## config.mk

```make
export PLATFORM = sky130hd
export DESIGN_NAME = cblock_cfg_loader
export DESIGN_NICKNAME = d
export VERILOG_FILES = /design/src/rtl/cblock_cfg_loader.sv
export SDC_FILE = /design/constraint.sdc
export NUM_CORES = 1
export LEC_CHECK = 0
export ABC_AREA = 1
export BUFFER_PORTS_ARGS = -buffer_cell sky130_fd_sc_hd__buf_2
export CELL_PAD_IN_SITES_DETAIL_PLACEMENT = 0
export CELL_PAD_IN_SITES_GLOBAL_PLACEMENT = 1
export CORE_ASPECT_RATIO = 1.5
export CORE_UTILIZATION = 43
export DETAILED_ROUTE_END_ITERATION = 8
export GPL_TIMING_DRIVEN = 0
export HOLD_SLACK_MARGIN = 0.03
export PLACE_DENSITY = 0.88
export REMOVE_ABC_BUFFERS = 1
export SYNTH_ARGS = -nofsm -noshare
export SYNTH_HDL_FRONTEND = slang
export SYNTH_SLANG_ARGS = --single-unit
```

## constraint.sdc

```tcl
create_clock -name clk -period 2.14 [get_ports clk]
set_input_delay 0.214 -clock clk [delete_from_list [all_inputs] [get_ports clk]]
set_output_delay 0.214 -clock clk [all_outputs]
set_load 0.005 [all_outputs]
```

## src/rtl/cblock_cfg_loader.sv

```systemverilog
// Configuration loader for a chain of connection blocks on one shared bus.
// It takes a serial bitstream over a valid/ready handshake and packs it into
// WORD_W-bit words, MSB first. Each finished word is written into the next
// block by a one-cycle, one-hot wr_en pulse. Blocks are loaded in index order.
module cblock_cfg_loader #(
  parameter int NUM_BLOCKS = 4,
  parameter int WORD_W     = 18,
  parameter int IDX_W      = (NUM_BLOCKS > 1) ? $clog2(NUM_BLOCKS) : 1
) (
  input  logic                  clk,
  input  logic                  rst,
  input  logic                  start,
  input  logic                  abort,
  input  logic                  cfg_valid,
  input  logic                  cfg_data,
  output logic                  cfg_ready,
  output logic [NUM_BLOCKS-1:0] wr_en,
  output logic [WORD_W-1:0]     bits,
  output logic [IDX_W-1:0]      blk_idx,
  output logic                  busy,
  output logic                  done
);

  localparam int CNT_W = (WORD_W > 2) ? $clog2(WORD_W) : 1;
  localparam logic [CNT_W-1:0] LAST_BIT = CNT_W'(WORD_W - 1);
  localparam logic [IDX_W-1:0] LAST_BLK = IDX_W'(NUM_BLOCKS - 1);

  typedef enum logic [1:0] {IDLE, SHIFT, WRITE, DONE} state_t;

  state_t            state;
  logic [WORD_W-1:0] shreg;
  logic [CNT_W-1:0]  bit_cnt;
  logic [WORD_W-1:0] next_word;

  // The word as it will look once the bit on cfg_data is shifted in.
  assign next_word = {shreg[WORD_W-2:0], cfg_data};

  // The loader only takes bits while it is assembling a word.
  assign cfg_ready = (state == SHIFT);

  // Load sequencer: abort beats everything except reset, and the write strobe
  // is set up on the edge that accepts the final bit, so it lives for exactly
  // the WRITE cycle while bits already holds the finished word.
  always_ff @(posedge clk or posedge rst) begin
    if (rst) begin
      state   <= IDLE;
      shreg   <= '0;
      bit_cnt <= '0;
      wr_en   <= '0;
      bits    <= '0;
      blk_idx <= '0;
      busy    <= 1'b0;
      done    <= 1'b0;
    end else if (abort) begin
      state   <= IDLE;
      shreg   <= '0;
      bit_cnt <= '0;
      wr_en   <= '0;
      blk_idx <= '0;
      busy    <= 1'b0;
      done    <= 1'b0;
    end else begin
      case (state)
        IDLE: begin
          wr_en <= '0;
          if (start) begin
            state   <= SHIFT;
            shreg   <= '0;
            bit_cnt <= '0;
            blk_idx <= '0;
            busy    <= 1'b1;
          end
        end
        SHIFT: begin
          if (cfg_valid) begin
            shreg <= next_word;
            if (bit_cnt == LAST_BIT) begin
              bits    <= next_word;
              bit_cnt <= '0;
              wr_en   <= NUM_BLOCKS'(1) << blk_idx;
              state   <= WRITE;
            end else begin
              bit_cnt <= bit_cnt + CNT_W'(1);
            end
          end
        end
        WRITE: begin
          wr_en <= '0;
          if (blk_idx == LAST_BLK) begin
            state <= DONE;
            busy  <= 1'b0;
            done  <= 1'b1;
          end else begin
            blk_idx <= blk_idx + IDX_W'(1);
            state   <= SHIFT;
          end
        end
        DONE: begin
          wr_en <= '0;
          if (start) begin
            state   <= SHIFT;
            shreg   <= '0;
            bit_cnt <= '0;
            blk_idx <= '0;
            busy    <= 1'b1;
            done    <= 1'b0;
          end
        end
        default: begin
          state <= IDLE;
          wr_en <= '0;
          busy  <= 1'b0;
          done  <= 1'b0;
        end
      endcase
    end
  end

endmodule

```

### After elaboration in Yosys (flattened, before gate mapping)

Index checks and enable logic that the tools add are counted.

* register bits after elaboration: 50
* input port bits: 6
* output and inout port bits: 27
* logic and storage cells: 67

* $add $sub $neg: 2
* equal/unequal tests: 11
* shift operators: 1
* muxes and demuxes: 31
* bitwise gates (word level): 1
* reductions and logical operators: 13

Operator list (number)
* 2-to-1 mux 17 bit: 3
* one-hot mux 17 bit (2 select lines): 1
* 2-to-1 mux 5 bit: 4
* 2-to-1 mux 2 bit: 8
* AND reduction 3 bit: 5
* 2-to-1 mux 4 bit: 3
* != test 3 bit, second input constant: 4
* one-hot mux 5 bit (2 select lines): 1
* nonzero test 3 bit: 3
* one-hot mux 4 bit (2 select lines): 1
* equality test 2 bit, second input constant: 3
* 2-to-1 mux 1 bit: 6
* one-hot mux 2 bit (3 select lines): 1
* adder 5 x 1 -> 5 bit, second input constant: 1
* equality test 5 bit, second input constant: 1
* one-hot mux 1 bit (2 select lines): 2
* one-hot mux 2 bit (2 select lines): 1
* AND reduction 4 bit: 1
* left shift 1 x 2 -> 4 bit, first input constant: 1
* != test 3 x 1 -> 1 bit, second input constant: 1
* != test 3 x 2 -> 1 bit, second input constant: 1
* OR reduction 3 bit: 1
* adder 2 x 1 -> 2 bit, second input constant: 1
* equality test 2 x 1 -> 1 bit, second input constant: 1
* 4 further kinds: 4

### Longest topological paths before layout

* depth in word-level cells: 5
* depth in mapped cells: 10
* gate-level depth less buffers: 9

### Worst setup path before layout

Ideal clock, no wire load.

* kind: reg-to-reg
* start: register state[0]
* end: register bit_cnt[0]
* setup time: 116 ps
* arrival time: 1456 ps
* required time: 2024 ps
* path slack: 567 ps
* cell stages (with the launch flop): 11
* path buffers: 2
* period minus slack after synthesis: 1573 ps
* cells stage by stage: dfrtp_1 inv_1 ha_1 inv_1 nor2_4 nand2_4 nand3_4 buf_6 buf_12 nand2_1 nand2_1

* cells in the longest elaborated chain, start to end: 4
* elaborated cells on any way between the ends: 10
* classes of those cells: 4 x eq/ne; 2 x mux; 4 x reduce/logical

Ends and longest elaborated chain
* start, declared: line 30 `state_t state;`
* start signal, assigned: line 46 `state <= IDLE;`
* start signal, assigned: line 55 `state <= IDLE;`
* start signal, assigned: line 67 `state <= SHIFT;`
* equality test 2 bit or zero test 2 bit (tied branches): line 63 `case (state)`
* OR reduction 2 bit (no line)
* != test 3 x 1 -> 1 bit (no line) (tied with other cells)
* AND reduction 3 bit (no line) or 2-to-1 mux 5 bit (tied branches)
* end signal, assigned: line 83 `bit_cnt <= bit_cnt + CNT_W'(1);`
* end, declared: line 32 `logic [CNT_W-1:0] bit_cnt;`

Several ways; a longest one is shown, not always the timed one.
A chain may end at the register's enable or synchronous reset.

### Worst setup path after layout

* start: register state[0]
* end: register shreg[15]

* cells in the longest elaborated chain, start to end: 4
* elaborated cells on any way between the ends: 10
* classes of those cells: 4 x eq/ne; 2 x mux; 4 x reduce/logical

Ends and longest elaborated chain
* equality test 2 bit or zero test 2 bit (tied branches): line 63
* OR reduction 2 bit (no line)
* != test 3 x 1 -> 1 bit (no line) (tied with other cells)
* AND reduction 3 bit (no line) or 2-to-1 mux 17 bit (tied branches)
* end signal, assigned: line 76 `shreg <= next_word;`
* end, declared: line 31 `logic [WORD_W-1:0] shreg;`

Several ways; a longest one is shown, not always the timed one.

==> run_summary.xml <==
<?xml version="1.0" encoding="UTF-8"?>
<metrics>
  <group name="critical_path">
    <metric name="cp_data_arrival_time" unit="ns">2.15</metric>
    <metric name="r2r_start" unit="">state[0]</metric>
    <metric name="crit_fanout" unit="">39</metric>
    <metric name="critPathLaunchType" unit="">flop</metric>
    <metric name="cp-startpoint" unit="">state[0]</metric>
    <metric name="required" unit="ns">2.31</metric>
    <metric name="endpoint_kind" unit="">flop</metric>
    <metric name="timing_worst_setup_path_type" unit="">flop to flop</metric>
  </group>
  <group name="layout">
    <metric name="final_non_filler_cell_total" unit="">387</metric>
    <metric name="layout-drive-gt1-share" unit="%">18.9</metric>
    <metric name="fillers" unit="">563</metric>
    <metric name="final_util" unit="%">50.2</metric>
    <metric name="nNetsFinal" unit="">332</metric>
    <metric name="antenna_cells" unit="">0</metric>
    <metric name="syn2layout_area_growth" unit="%">11.8</metric>
    <metric name="postLayoutCellArea" unit="mm²">0.00276</metric>
  </group>
  <group name="clocking">
    <metric name="cts_made_buffers" unit="">5</metric>
    <metric name="numClockSinks" unit="">50</metric>
    <metric name="tritoncts" unit="">built</metric>
    <metric name="clock_path_buffers" unit="">2</metric>
    <metric name="clock_insertion_delay_worst_skew" unit="ns">0.30</metric>
    <metric name="path_clk_slew" unit="ns">0.09</metric>
    <metric name="cts_root_buffer" unit="">clkbuf_8</metric>
    <metric name="htree_levels" unit="">2</metric>
  </group>
  <group name="place">
    <metric name="detailed_place.area" unit="mm²">0.00262</metric>
    <metric name="post-dp-hpwl" unit="mm">2.94</metric>
    <metric name="place_ws" unit="ns">-0.309</metric>
    <metric name="port_buf_inserts" unit="">32</metric>
    <metric name="place.detailed.instances" unit="">377</metric>
    <metric name="gp_congestion" unit="">0.752</metric>
  </group>
  <group name="detailed_routing">
    <metric name="totalWireLength" unit="mm">4.33</metric>
    <metric name="drt-initial-drc-count" unit="">91</metric>
    <metric name="mean_routed_wirelength_per_cell" unit="µm">11.2</metric>
    <metric name="dr_total_vias" unit="">1817</metric>
    <metric name="detail_route.vias_per_cell" unit="">4.70</metric>
    <metric name="drc_errors" unit="">0</metric>
    <metric name="drt_pass1_iterations" unit="">4</metric>
    <metric name="drtAntennaViolNets" unit="">0</metric>
  </group>
  <group name="power_and_ir_drop">
    <metric name="power.density" unit="mW/mm²">868</metric>
    <metric name="total_leakage_power" unit="nW">1.41</metric>
    <metric name="peakVddDrop" unit="mV">1.10</metric>
    <metric name="finalPower" unit="mW">2.39</metric>
  </group>
  <group name="grt">
    <metric name="grt_pass1_vias" unit="">1618</metric>
    <metric name="antenna_found_initial" unit="">0</metric>
    <metric name="grt-ovfl-total" unit="">0</metric>
    <metric name="pin_count_of_the_biggest_net_entering_global_routing" unit="">41</metric>
    <metric name="grt_pass1_wl" unit="mm">7.13</metric>
    <metric name="global_route.usage.total" unit="%">15.3</metric>
  </group>
  <group name="logic_synthesis">
    <metric name="synth.most_common_cell" unit="">nand2_1</metric>
    <metric name="synth_area_leaders" unit="">dfrtp_1 51%, nand2_1 13%, inv_1 6.4%</metric>
    <metric name="synth-warning-count" unit="">0</metric>
    <metric name="number_of_flops_mapped_to_enable_cells_by_yosys" unit="">0</metric>
    <metric name="synthArstFlopShare" unit="%">100</metric>
    <metric name="yosys_most_used_dff" unit="">dfrtp_1</metric>
    <metric name="count_of_state_elements_after_synthesis" unit="">50</metric>
    <metric name="post_synth.cell_area_avg" unit="µm²">8.62</metric>
    <metric name="yosysTopAreaCell" unit="">dfrtp_1</metric>
    <metric name="post_synth_most_frequent_cells" unit="">88 x nand2_1, 50 x dfrtp_1, 42 x inv_1</metric>
    <metric name="synth_cell_type_count" unit="">24</metric>
    <metric name="synth.cell_area" unit="mm²">0.00247</metric>
    <metric name="netlist.area_leader.share" unit="%">50.7</metric>
    <metric name="synth.yosys.seq_area_share" unit="%">50.7</metric>
    <metric name="postSynthCellCount" unit="">286</metric>
  </group>
  <group name="sta">
    <metric name="finalCritPeriodShare" unit="%">92.4</metric>
    <metric name="max_clock_freq" unit="GHz">0.506</metric>
    <metric name="finalClockSkew" unit="ns">0.00481</metric>
    <metric name="worst_slew_margin_rel" unit="%">71.3</metric>
    <metric name="hold_violations" unit="">0</metric>
    <metric name="setup_violations" unit="">0</metric>
    <metric name="period_minus_slack" unit="ns">1.98</metric>
    <metric name="fin_ws" unit="ns">0.162</metric>
    <metric name="drv_slew" unit="">0</metric>
    <metric name="tightestPinTransition" unit="ns">0.430</metric>
  </group>
  <group name="hold_path">
    <metric name="hp-start" unit="">cfg_data</metric>
    <metric name="worst_hold_path_type" unit="">primary input to flop</metric>
  </group>
  <group name="floorplan">
    <metric name="initial_core_util" unit="%">44.9</metric>
    <metric name="die_width" unit="µm">63.8</metric>
    <metric name="design.die.area" unit="mm²">0.00605</metric>
    <metric name="ios" unit="">33</metric>
    <metric name="die_h" unit="µm">94.8</metric>
    <metric name="core_area" unit="mm²">0.00549</metric>
    <metric name="placementRows" unit="">33</metric>
  </group>
  <group name="flow_run">
    <metric name="max_cap_violations" unit="">0</metric>
  </group>
  <group name="status">
    <metric name="outcome" unit="">finished, final reports clean</metric>
  </group>
</metrics>
## sequential cells by signal, summed over array words and instances (netlist names)
name and count:
shreg 17, state 2, blk_idx 2, busy 1
done 1, wr_en 4, bit_cnt 5, bits 18
## cell families (layout without fill, tap and decap cells)
family / after synthesis / after routing / share of synthesized area (%)
compound gates: 46 / 46 / 10.1
fa+ha+maj: 10 / 10 / 5.07
buf+inv: 56 / 86 / 11.2
flops: 50 / 50 / 50.7
simple gates: 124 / 125 / 22.8
## power by group
group	internal (mW)	total [mW]	switching, mW	leakage [nW]
clock network	0.351	0.673	0.322	0.0585
registers	0.998	1.05	0.0547	0.694
logic	0.190	0.668	0.478	0.656
total	1.54	2.39	0.855	1.41
## timing repair
action	CTS	global route
pin swaps	1	1
endpoints found under the setup margin	22	22
cloned	0	1
gates resized for setup	1	0
endpoints found under the hold margin	11	0
buffers inserted	0	0
hold buffers	1	0
## metal layers
layer | routed length [µm] | share of wire [%] | GRT usage, % | up-vias
met1 | 1900 | 44 | 16.5 | 844
met2 | 2250 | 52 | 28.5 | 25
li1 | - | - | - | 941
met5 | 0 | 0 | 0 | -
met4 | 70 | 1.6 | 6.25 | 0
met3 | 107 | 2.5 | 3.26 | 7
## critical path, cell delays in order (launching register included)
cell	delay (ns)
dfrtp_1	0.42
inv_1	0.06
ha_1	0.40
nor2_4	0.29
nand2_1	0.16
nand3_4	0.36
o21ai_0	0.15
## cell type report
cell class	count	area, µm²	area share, %
Sequential cell	50	1250	45.4
Multi-Input combinational cell	181	950	34.5
Timing Repair Buffer	34	190	6.90
Inverter	44	165	5.99
Tap cell	70	87.6	3.18
Clock buffer	5	68.8	2.50
Clock inverter	3	43.8	1.59
## path summary, 6_finish.rpt
check / endpoint / cells past startpoint / slack (ns)
max: shreg[15] / 6 / 0.16
min: bits[0] / 3 / 0.16
max reg2reg: shreg[15] / 6 / 0.16
min reg2reg: bits[16] / 2 / 0.49
max in group asynchronous: bits[13] / 4 / 1.26
min in group asynchronous: bits[10] / 3 / 0.39
## per-stage QoR
stage                     hold WS (ns)   TNS (ns)
after CTS                        0.150          0
after global routing             0.172  -0.000458
after global placement           0.466      -5.84
final                            0.159          0
after detailed placement         0.176      -5.95
after floorplan                  0.347          0
## layout by cell type (no fill, tap or decap), types with 5 or more instances in the layout
cell / instances
inv_1: 41
o21ai_0: 18
dfrtp_1: 50
nand2_1: 88
clkbuf_8: 5
o21ai_1: 22
nor2_1: 8
o21ai_2: 5
buf_2: 32
ha_1: 10
nand3_1: 12
Note: power is estimated with default switching activity, not from simulation.
